$ cat src/rtl/fetch_pkg.sv
// Shared definitions for the instruction-fetch slice: default widths, reset
// address, instruction field positions and the fetch FSM state encoding.
package fetch_pkg;

  localparam int PC_W     = 3;
  localparam int INSTR_W  = 16;
  localparam int RESET_PC = 0;

  // Instruction field positions (R-type: op rs rt rd func, I-type: op rs rt imm)
  localparam int OP_HI   = 15;
  localparam int OP_LO   = 13;
  localparam int RS_HI   = 12;
  localparam int RS_LO   = 10;
  localparam int RT_HI   = 9;
  localparam int RT_LO   = 7;
  localparam int RD_HI   = 6;
  localparam int RD_LO   = 4;
  localparam int FUNC_HI = 3;
  localparam int FUNC_LO = 0;
  localparam int IMM_HI  = 6;
  localparam int IMM_LO  = 0;

  typedef enum logic {
    ST_IDLE = 1'b0,
    ST_RUN  = 1'b1
  } fetch_state_e;

  // Opcode field of a fetched word, for consumers that need early decode
  function automatic logic [OP_HI-OP_LO:0] instr_op(input logic [INSTR_W-1:0] instr);
    return instr[OP_HI:OP_LO];
  endfunction

endpackage

$ cat src/rtl/if_id_reg.sv
// IF/ID pipeline register: captures the fetched word and its address.
// flush zeroes the word and drops valid, clear_valid only drops valid,
// load captures a new word; flush wins over clear_valid wins over load.
module if_id_reg #(
  parameter int PC_W    = fetch_pkg::PC_W,
  parameter int INSTR_W = fetch_pkg::INSTR_W
) (
  input  logic               clk,
  input  logic               rst,
  input  logic               load,
  input  logic               flush,
  input  logic               clear_valid,
  input  logic [INSTR_W-1:0] instr_in,
  input  logic [PC_W-1:0]    pc_in,
  output logic [INSTR_W-1:0] ifid_instr,
  output logic [PC_W-1:0]    ifid_pc,
  output logic               ifid_valid
);
  import fetch_pkg::*;

  logic [INSTR_W-1:0] instr_p1;
  logic [PC_W-1:0]    pc_p1;
  logic               vld_p1;

  // IF -> ID stage boundary
  always_ff @(posedge clk or posedge rst) begin
    if (rst) begin
      instr_p1 <= '0;
      pc_p1    <= '0;
      vld_p1   <= 1'b0;
    end else if (flush) begin
      instr_p1 <= '0;
      vld_p1   <= 1'b0;
    end else if (clear_valid) begin
      vld_p1   <= 1'b0;
    end else if (load) begin
      instr_p1 <= instr_in;
      pc_p1    <= pc_in;
      vld_p1   <= 1'b1;
    end
  end

  assign ifid_instr = instr_p1;
  assign ifid_pc    = pc_p1;
  assign ifid_valid = vld_p1;

endmodule

$ cat src/rtl/fetch_unit.sv
// Instruction-fetch stage: owns the PC and the IDLE/RUN control FSM, drives
// the fetch address to instruction memory and feeds the IF/ID register.
// Per-edge priority: redirect > halt > stall > normal advance.
module fetch_unit #(
  parameter int PC_W     = fetch_pkg::PC_W,
  parameter int INSTR_W  = fetch_pkg::INSTR_W,
  parameter int RESET_PC = fetch_pkg::RESET_PC
) (
  input  logic               clk,
  input  logic               rst,
  input  logic               start,
  input  logic               halt,
  input  logic               stall,
  input  logic               redirect,
  input  logic [PC_W-1:0]    redirect_pc,
  output logic [PC_W-1:0]    pc,
  input  logic [INSTR_W-1:0] instruction,
  output logic [INSTR_W-1:0] ifid_instr,
  output logic [PC_W-1:0]    ifid_pc,
  output logic               ifid_valid,
  output logic               busy
);
  import fetch_pkg::*;

  fetch_state_e    state_q, state_d;
  logic            busy_q;
  logic [PC_W-1:0] pc_p0, pc_d;
  logic            run;
  logic            advance;
  logic            clear_valid;

  assign run         = (state_q == ST_RUN);
  // A real fetch happens only in RUN with nothing of higher priority pending.
  // The edge that leaves IDLE is itself an IDLE edge, which is what produces
  // the single fill bubble after start.
  assign advance     = run && !redirect && !halt && !stall;
  assign clear_valid = !run || halt;

  // Next-state: redirect leaves the state untouched; start+halt together stays IDLE
  always_comb begin
    state_d = state_q;
    if (!redirect) begin
      case (state_q)
        ST_IDLE: if (start && !halt) state_d = ST_RUN;
        ST_RUN:  if (halt)           state_d = ST_IDLE;
        default:                     state_d = ST_IDLE;
      endcase
    end
  end

  // Next PC: redirect target, sequential advance with natural wrap, or hold
  always_comb begin
    pc_d = pc_p0;
    if (redirect)     pc_d = redirect_pc;
    else if (advance) pc_d = pc_p0 + PC_W'(1);
  end

  // Fetch stage state: FSM, registered busy decode and program counter
  always_ff @(posedge clk or posedge rst) begin
    if (rst) begin
      state_q <= ST_IDLE;
      busy_q  <= 1'b0;
      pc_p0   <= PC_W'(RESET_PC);
    end else begin
      state_q <= state_d;
      busy_q  <= (state_d == ST_RUN);
      pc_p0   <= pc_d;
    end
  end

  if_id_reg #(
    .PC_W    (PC_W),
    .INSTR_W (INSTR_W)
  ) u_if_id_reg (
    .clk         (clk),
    .rst         (rst),
    .load        (advance),
    .flush       (redirect),
    .clear_valid (clear_valid),
    .instr_in    (instruction),
    .pc_in       (pc_p0),
    .ifid_instr  (ifid_instr),
    .ifid_pc     (ifid_pc),
    .ifid_valid  (ifid_valid)
  );

  assign pc   = pc_p0;
  assign busy = busy_q;

endmodule

$ cat config.mk
export PLATFORM = sky130hd
export DESIGN_NAME = fetch_unit
export DESIGN_NICKNAME = d
export VERILOG_FILES = /design/src/rtl/fetch_pkg.sv /design/src/rtl/if_id_reg.sv /design/src/rtl/fetch_unit.sv
export SDC_FILE = /design/constraint.sdc
export NUM_CORES = 1
export LEC_CHECK = 0
export ABC_AREA = 1
export BUFFER_PORTS_ARGS = -buffer_cell sky130_fd_sc_hd__buf_2
export CELL_PAD_IN_SITES_DETAIL_PLACEMENT = 2
export CELL_PAD_IN_SITES_GLOBAL_PLACEMENT = 2
export CORE_UTILIZATION = 25
export DETAILED_ROUTE_END_ITERATION = 7
export GPL_TIMING_DRIVEN = 0
export PLACE_DENSITY = 0.75
export SLEW_MARGIN = 20
export SYNTH_ARGS = -nofsm -noshare
export SYNTH_HDL_FRONTEND = slang
export SYNTH_HIERARCHICAL = 1
export SYNTH_SLANG_ARGS = --single-unit
$ cat constraint.sdc
create_clock -name clk -period 1.78 [get_ports clk]
set_clock_uncertainty 0.15 [all_clocks]
set_input_delay 0.267 -clock clk [delete_from_list [all_inputs] [get_ports clk]]
set_output_delay 0.267 -clock clk [all_outputs]
set_load 0.05 [all_outputs]
==> flow_metrics.py, run 1 <==
metrics = {
    "status": {
        "status": "finished clean",
    },
    "synth": {
        "synth_compound_area_share_pct": 2.083,
        "synth_cells": 128,
        "synth_top_area_share_pct": 55.56,
        "synth.most_common_cell": "nand2_1",
        "synth.avg_cell_area_sq_um": 8.446,
        "synth_area_sq_um": 1081,
        "synth_mux_area_share_pct": 0,
        "synth_top_cell_by_area": "dfrtp_1",
        "ys_types": 16,
        "synth_top_family_by_area": "simple AND/OR/NAND/NOR gates",
        "seq_area_frac_synth_pct": 55.56,
        "synthArstFlopShare_pct": 100.0,
        "synthTopCellsByArea": "dfrtp_1, nand3_1, nand2_1",
        "synthTopCellsByCount": "nand2_1, nand3_1, dfrtp_1, inv_1, buf_4",
        "synthSimpleGateAreaFrac_pct": 33.68,
        "ys_ff_latch": 24,
        "synthAdderAreaFrac_pct": 1.157,
        "ys.flop_type": "dfrtp_1",
        "yosysWarnings": 6,
        "syn-num-nets": 154,
        "synth_edf_count": 0,
        "synthXorXnorAreaFrac_pct": 0,
    },
    "timing": {
        "worstMarginPinSlew_ns": 0.7823,
        "setup_viol": 0,
        "hold_violations": 0,
        "rsz0062_at_grt": "no",
        "final.min_clock_period_ns": 1.576,
        "slew_headroom_pct": 47.79,
        "tns_ns": 0,
        "maxSlewViolCount": 0,
        "max_freq_mhz": 634.6,
        "final.period_utilization_pct": 88.53,
    },
    "clocking": {
        "cts_resized": 0,
        "tritoncts": "done",
        "cts_made_buffers": 3,
        "clkTransAtPathRegs_ns": 0.08,
        "cts_setup_buffers": 0,
        "cts.sinks": 24,
        "clk_latency_ns": 0.26,
        "htreeDepth": 1,
        "clock_path_buffers": 2,
        "clock-root-buffer": "clkbuf_8",
    },
    "critical_path": {
        "crit_arrival_ns": 1.58,
        "path_cells": "nand3_1, nor2_1, nand2_2, buf_6, nand3_1, nand2_1",
        "crit_family": "simple AND/OR/NAND/NOR gates",
        "max_stage_delay_ns": 0.44,
        "path_common_cell": "nand3_1",
        "cp_num_buf_inv": 1,
        "crit_fanout": 10,
        "cpMaxStageDelayCell": "dfrtp_1",
        "cp-start-kind": "register",
        "required_ns": 1.78,
        "worst-path-stages": 6,
        "endpoint_kind": "register",
        "critical_path_class": "reg2reg",
        "ff2ff_path_depth": 6,
    },
    "pwr": {
        "power_density_nw_per_um2": 836.8,
        "ir_drop_uv": 286.2,
        "p_leak_nw": 0.8983,
    },
    "final_layout": {
        "fin_area_sq_um": 1449,
        "nets": 208,
        "multi_input_area_sq_um": 399.1,
        "regArea_sq_um": 600.6,
        "num_antenna_cells": 0,
        "nFillCells": 494,
        "areaGrowthSynthToFinish_pct": 34.03,
        "layout-drive-gt1-share_pct": 33.70,
    },
    "global_route": {
        "antenna_found_initial": 0,
        "grt_pass1_wl_um": 5257,
        "grt_max_degree": 21,
        "grt-ovfl-total": 0,
        "grt_use_total_pct": 15.79,
        "first_global_vias": 1143,
    },
    "routing": {
        "ant_nets": 0,
        "firstDrtPassIters": 6,
        "wirelength_um": 3365,
        "num_vias": 1108,
        "wire_per_inst_um": 14.57,
        "drt_iter0_drc": 36,
        "drt-vias-per-instance": 4.797,
        "route.detailed.drc": 0,
    },
    "floorplanning": {
        "rows": 23,
        "start_util_pct": 26.45,
        "die_w_um": 67.76,
        "die_h_um": 67.76,
        "dieArea_sq_um": 4591,
        "boundaryPins": 49,
        "coreArea_sq_um": 4086,
    },
    "placement": {
        "place_area_sq_um": 1384,
        "io_buffers": 48,
        "routabilityCongestion": 0.7180,
        "dp.final_hpwl_um": 2693,
    },
    "min_path": {
        "holdPathStages": 2,
        "hp-class": "in2reg",
    },
    "flow_run": {
        "drv_cap": 0,
    },
}
[repair_timing]
action	in CTS	in global routing
hold endpoints to repair	4	0
hold buffers	1	0
endpoints found under the setup margin	0	0
[report_power, final]
part           total (mW)  internal (mW)  switching (mW)
clock               0.366          0.197           0.169
sequential          0.594          0.570          0.0238
combinational       0.252         0.0680           0.184
total                1.21          0.836           0.377
[metal layers]
layer	wire [um]	vias up	GRT usage, %
li1	-	517	-
met4	14	0	4.787
met5	0	-	0
met3	211	2	3.209
met2	1775	41	29.58
met1	1363	548	17.57
[worst paths after layout]
path,slack [ns],end,startpoint
setup / recovery,0.20,u_if_id_reg/ifid_instr[11]$_DFFE_PP0P_,busy$_DFFE_PP0N_
hold / removal,0.05,busy$_DFFE_PP0N_,halt
setup reg to reg,0.20,u_if_id_reg/ifid_instr[11]$_DFFE_PP0P_,busy$_DFFE_PP0N_
hold reg to reg,0.33,u_if_id_reg/ifid_pc[1]$_DFFE_PP0P_,u_if_id_reg/ifid_pc[1]$_DFFE_PP0P_
max in group asynchronous,0.43,u_if_id_reg/ifid_instr[0]$_DFFE_PP0P_,rst
min in group asynchronous,0.30,pc[1]$_DFFE_PP0P_,rst
[worst reg2reg max path: stages (launching register included)]
cell	delay (ns)
dfrtp_1	0.44
nand3_1	0.13
nor2_1	0.25
nand2_2	0.18
buf_6	0.18
nand3_1	0.08
nand2_1	0.06
[layout make-up]
| cell class | instances | area share, % |
|---|---|---|
| flip-flops and latches | 24 | 41.45 |
| well taps | 50 | 4.318 |
| repair buffers | 49 | 17.27 |
| inverters | 10 | 2.591 |
| plain buffers | 6 | 3.022 |
| clock buffers | 4 | 3.800 |
| multi-input cells | 88 | 27.55 |
[cells by family (layout without fill, tap and decap cells)]
logic type	after synthesis	after routing
simple gates	83	83
flops	24	24
buf+inv	16	69
compound gates	4	4
fa+ha+maj	1	1
[sequential cells by signal (all words and copies together), names as in the netlist]
name	cells
u_if_id_reg/ifid_valid	1
u_if_id_reg/ifid_pc	3
u_if_id_reg/ifid_instr	16
busy	1
pc	3
[metrics by stage]
step	hold slack [ns]	setup WS [ns]	power (mW)	utilization, %	cells
6_report	0.05290	0.2041	1.212	35.46	231
5_1_grt	0.04403	0.05288	1.279	35.46	231
4_1_cts	0.04330	0.2045	1.236	35.46	231
3_5_place_dp	0.03899	0.2021	0.8610	33.86	226
3_3_place_gp	0.02285	0.2682	0.8470	33.86	226
2_1_floorplan	-0.1169	0.1218	0.7668	-	128
[placed cells by master, fill, tap and decap left out]
master / n
nor2_2: 1
ha_1: 1
dfrtp_1: 24
clkbuf_8: 4
nand4_1: 1
nand3_1: 36
o21ai_0: 1
o21a_1: 1
buf_4: 3
buf_2: 50
inv_1: 9
nand2_1: 42
nor2_1: 2
nand2_2: 1
dlygate4sd3_1: 1
a21oi_1: 2
inv_2: 1
buf_6: 1
(Power assumes the default switching activity.)
==> run 2, diff against run 1 <==
- ABC_AREA: 1 -> 0
- CORE_UTILIZATION: 25 -> 27
- GPL_TIMING_DRIVEN: 0 -> default
- PLACE_DENSITY: 0.75 -> 0.74
==> flow_metrics.py, run 2 <==
metrics = {
    "status": {
        "status": "finished clean",
    },
    "pwr": {
        "p_leak_nw": 0.7257,
        "power_density_nw_per_um2": 793.1,
        "ir_drop_uv": 261.8,
    },
    "timing": {
        "worst_slack_ns": 0.1307,
        "final.min_clock_period_ns": 1.649,
        "slew_headroom_pct": 82.18,
        "worstMarginPinSlew_ns": 0.2673,
        "rsz0062_at_grt": "no",
        "whs_ns": 0.06448,
        "maxSlewViolCount": 0,
        "hold_violations": 0,
        "tns_ns": 0,
        "max_freq_mhz": 606.3,
        "setup_viol": 0,
        "final.period_utilization_pct": 92.66,
    },
    "min_path": {
        "hp-class": "in2reg",
    },
    "routing": {
        "firstDrtPassIters": 6,
        "route.detailed.drc": 0,
        "drt-vias-per-instance": 4.565,
        "drt_iter0_drc": 28,
        "ant_nets": 0,
        "wirelength_um": 3038,
        "num_vias": 945,
        "wire_per_inst_um": 14.68,
    },
    "clocking": {
        "cts_resized": 0,
        "clock_path_buffers": 2,
        "tritoncts": "done",
        "cts_made_buffers": 3,
        "htreeDepth": 1,
        "cts_setup_buffers": 0,
        "clkTransAtPathRegs_ns": 0.09,
        "cts.sinks": 24,
        "clk_latency_ns": 0.26,
        "clock-root-buffer": "clkbuf_8",
    },
    "synth": {
        "synth.avg_cell_area_sq_um": 10.64,
        "yosysWarnings": 6,
        "syn-num-nets": 131,
        "ys_ff_latch": 24,
        "synth_area_sq_um": 1117,
        "synthTopCellsByArea": "dfrtp_1, nand2_1, a21oi_2",
        "synthArstFlopShare_pct": 100.0,
        "seq_area_frac_synth_pct": 53.75,
        "ys.flop_type": "dfrtp_1",
        "synth_top_area_share_pct": 53.75,
        "synth_edf_count": 0,
        "synthTopCellsByCount": "dfrtp_1, nand2_1, a21oi_2, nand2_2, a21oi_1",
        "synth_cells": 105,
        "ys_types": 23,
        "synth_top_cell_by_area": "dfrtp_1",
    },
    "floorplanning": {
        "die_w_um": 66.33,
        "die_h_um": 66.33,
        "boundaryPins": 49,
        "coreArea_sq_um": 4000,
        "rows": 23,
        "start_util_pct": 27.93,
        "dieArea_sq_um": 4400,
    },
    "placement": {
        "routabilityCongestion": 0.7212,
        "pre_cts_ws_ns": 0.08145,
        "dp.cells": 202,
        "io_buffers": 48,
        "dp.final_hpwl_um": 2368,
    },
    "global_route": {
        "grt_max_degree": 21,
        "grt-ovfl-total": 0,
        "grt_use_total_pct": 14.83,
        "first_global_vias": 1019,
        "antenna_found_initial": 0,
        "grt_pass1_wl_um": 4850,
    },
    "final_layout": {
        "regArea_sq_um": 601.8,
        "areaGrowthSynthToFinish_pct": 32.47,
        "layout-drive-gt1-share_pct": 54.78,
        "final_common_cell": "buf_2",
        "fin_util_pct": 37.00,
        "nets": 184,
        "largest_register_ffs": 16,
        "fin_cells": 207,
        "nFillCells": 459,
        "multi_input_area_sq_um": 461.7,
        "num_antenna_cells": 0,
        "layout_common_cells": "buf_2, nand2_1, dfrtp_1",
    },
    "critical_path": {
        "required_ns": 1.78,
        "cp-start-kind": "register",
        "crit_arrival_ns": 1.65,
        "critical_path_class": "reg2reg",
        "crit_fanout": 6,
        "endpoint_kind": "register",
    },
    "flow_run": {
        "drv_cap": 0,
    },
}
[run 2: layout make-up]
type | instances | area share [%]
multi-input cells | 72 | 31.19
clock buffers | 4 | 3.719
repair buffers | 54 | 19.44
inverters | 3 | 0.7608
flip-flops and latches | 24 | 40.66
well taps | 50 | 4.227
[run 2: layer usage]
metal / wire length, um / track usage, % / vias to the layer above
met5: 0 / 0 / -
met4: 8 / 3.191 / 0
met3: 155 / 2.414 / 2
met2: 1573 / 28.19 / 29
met1: 1301 / 17.15 / 468
li1: - / - / 446
[run 2: path summary, 6_finish.rpt]
path | start | endpoint | slack, ns | cells after the start
setup / recovery | busy$_DFFE_PP0N_ | u_if_id_reg/ifid_pc[2]$_DFFE_PP0P_ | 0.13 | 4
hold / removal | redirect_pc[0] | pc[0]$_DFFE_PP0P_ | 0.06 | 3
setup reg to reg | busy$_DFFE_PP0N_ | u_if_id_reg/ifid_pc[2]$_DFFE_PP0P_ | 0.13 | 4
hold reg to reg | u_if_id_reg/ifid_pc[0]$_DFFE_PP0P_ | u_if_id_reg/ifid_pc[0]$_DFFE_PP0P_ | 0.37 | 1
max in group asynchronous | rst | u_if_id_reg/ifid_instr[5]$_DFFE_PP0P_ | 0.84 | 4
min in group asynchronous | rst | pc[1]$_DFFE_PP0P_ | 0.29 | 3
[run 2: through the flow]
stage / total power, mW / instance area, sq um
4_1_cts: 1.192 / 1480
6_report: 1.174 / 1480
3_5_place_dp: 0.8181 / 1415
5_1_grt: 1.231 / 1480
2_1_floorplan: 0.7381 / 1131
3_3_place_gp: 0.8095 / 1415
[run 2: what timing repair did]
action                                 4_1_cts  5_1_grt
hold buffers                                 1        0
setup endpoints to repair                    0        0
endpoints found under the hold margin       24        0
[run 2: where the power goes]
group	leakage, nW	internal, mW	switching, mW	total (mW)
sequential	0.324	0.567	0.0206	0.588
combinational	0.373	0.0692	0.147	0.217
clock	0.0288	0.197	0.172	0.369
[run 2: critical path, cell delays in order, from the launching register on]
cell and delay, ns:
dfrtp_2 0.43, nand2b_4 0.10, nor3_2 0.21, nor3b_4 0.29, mux2_2 0.36
[run 2: cell families (layout without fill, tap and decap cells)]
family / count (synthesis) / after routing / synth area share (%)
compound gates: 23 / 23 / 14.00
mux: 3 / 3 / 3.023
flops: 24 / 24 / 53.75
xor+xnor: 2 / 2 / 1.568
buf+inv: 9 / 61 / 6.047
fa+ha+maj: 1 / 1 / 1.120
simple gates: 43 / 43 / 20.49
==> run 3, diff against run 2 <==
- GPL_TIMING_DRIVEN: default -> 0
==> flow_metrics.py, run 3 (synthesis results as in run 2) <==
metrics = {
    "final_layout": {
        "largest_register_ffs": 16,
        "layout-drive-gt1-share_pct": 55.06,
        "final_common_cell": "buf_2",
        "nFillCells": 435,
        "fin_util_pct": 38.04,
        "areaGrowthSynthToFinish_pct": 36.17,
        "layout_common_cells": "buf_2, nand2_1, dfrtp_1",
        "nets": 185,
        "num_antenna_cells": 0,
    },
    "critical_path": {
        "cp-start-kind": "register",
        "crit_arrival_ns": 1.70,
        "required_ns": 1.83,
        "crit_fanout": 10,
        "reg2reg_from": "busy$_DFFE_PP0N_",
        "critical_path_class": "reg2reg",
        "endpoint_kind": "register",
        "critPathLaunch": "busy$_DFFE_PP0N_",
    },
    "timing": {
        "hold_violations": 0,
        "final.period_utilization_pct": 92.51,
        "tns_ns": 0,
        "slew_headroom_pct": 44.52,
        "max_freq_mhz": 607.3,
        "rsz0062_at_grt": "no",
        "final.min_clock_period_ns": 1.647,
        "setup_viol": 0,
        "worst_slack_ns": 0.1333,
        "worstMarginPinSlew_ns": 0.8313,
        "maxSlewViolCount": 0,
    },
    "routing": {
        "drt_iter0_drc": 16,
        "wirelength_um": 3047,
        "firstDrtPassIters": 3,
        "route.detailed.drc": 0,
        "ant_nets": 0,
        "num_vias": 949,
        "drt-vias-per-instance": 4.563,
        "wire_per_inst_um": 14.65,
    },
    "clocking": {
        "clk_latency_ns": 0.27,
        "cts_setup_buffers": 0,
        "clock-root-buffer": "clkbuf_8",
        "clock_path_buffers": 2,
        "cts.sinks": 24,
        "cts_made_buffers": 3,
        "htreeDepth": 1,
        "clkTransAtPathRegs_ns": 0.09,
        "tritoncts": "done",
    },
    "pwr": {
        "p_leak_nw": 0.7465,
        "power_density_nw_per_um2": 843.8,
        "ir_drop_uv": 344.7,
        "power_mw": 1.284,
    },
    "global_route": {
        "grt_use_total_pct": 14.91,
        "antenna_found_initial": 0,
        "first_global_vias": 1019,
        "grt_pass1_wl_um": 4830,
        "grt-ovfl-total": 0,
        "grt_max_degree": 21,
    },
    "floorplanning": {
        "coreArea_sq_um": 4000,
        "die_h_um": 66.33,
        "start_util_pct": 27.93,
        "die_w_um": 66.33,
        "rows": 23,
        "dieArea_sq_um": 4400,
        "boundaryPins": 49,
    },
    "flow_run": {
        "drv_cap": 0,
    },
    "min_path": {
        "hp-class": "in2reg",
        "hold_path.startpoint": "redirect_pc[2]",
    },
    "placement": {
        "dp.final_hpwl_um": 2404,
        "io_buffers": 48,
        "pre_cts_ws_ns": 0.01681,
        "routabilityCongestion": 0.6569,
    },
    "status": {
        "status": "finished clean",
    },
}
==> run 3: final cells by class <==
cell class                      instances  area (sq um)  share of cell area [%]
Multi-Input combinational cell         72         467.9                   30.76
Sequential cell                        24         601.8                   39.56
Inverter                                3         11.26                  0.7401
Clock inverter                          1         30.03                   1.974
Timing Repair Buffer                   49         250.2                   16.45
Buffer                                  6         56.30                   3.701
Tap cell                               50         62.56                   4.112
Clock buffer                            3         41.29                   2.714
==> run 3: worst max-delay path, cell delays in order, from the launching register on <==
cell,delay [ns]
dfrtp_2,0.42
nand2b_4,0.10
nor3_4,0.19
nor2b_1,0.16
buf_4,0.15
buf_4,0.18
nand2_1,0.09
a21oi_2,0.13
==> run 3: report_power, final <==
| part | switching (mW) | total [mW] | internal (mW) |
|---|---|---|---|
| sequential | 0.0195 | 0.587 | 0.567 |
| clock | 0.179 | 0.479 | 0.301 |
| combinational | 0.149 | 0.218 | 0.0685 |
| total | 0.347 | 1.28 | 0.937 |
==> run 3: per-stage QoR <==
step	cells	hold WS (ns)	area, sq um
after floorplan	105	-0.1170	1131
after global placement	203	0.01813	1434
after detailed placement	203	0.02441	1434
after CTS	208	0.05667	1515
after global routing	208	0.05502	1521
final	208	0.05755	1521
==> run 3: final timing paths <==
path | end | slack, ns | depth (start not counted)
min in group asynchronous | pc[2]$_DFFE_PP0P_ | 0.27 | 3
min | pc[2]$_DFFE_PP0P_ | 0.06 | 3
max in group asynchronous | u_if_id_reg/ifid_instr[6]$_DFFE_PP0P_ | 0.40 | 3
max | u_if_id_reg/ifid_instr[1]$_DFFE_PP0P_ | 0.13 | 7
max reg2reg | u_if_id_reg/ifid_instr[1]$_DFFE_PP0P_ | 0.13 | 7
min reg2reg | u_if_id_reg/ifid_pc[2]$_DFFE_PP0P_ | 0.37 | 1
==> run 3: repair_timing <==
item | CTS | global route
endpoints found under the setup margin | 0 | 10
hold endpoints to repair | 4 | 0
hold buffers | 1 | 0
resized for setup | 0 | 1
==> run 3: per-layer routing <==
layer / global-route usage, % / routed length (um) / vias to the layer above
li1: - / - / 448
met1: 16.22 / 1264 / 468
met2: 28.57 / 1611 / 31
met3: 3.276 / 153 / 2
met4: 3.989 / 19 / 0
met5: 0 / 0 / -
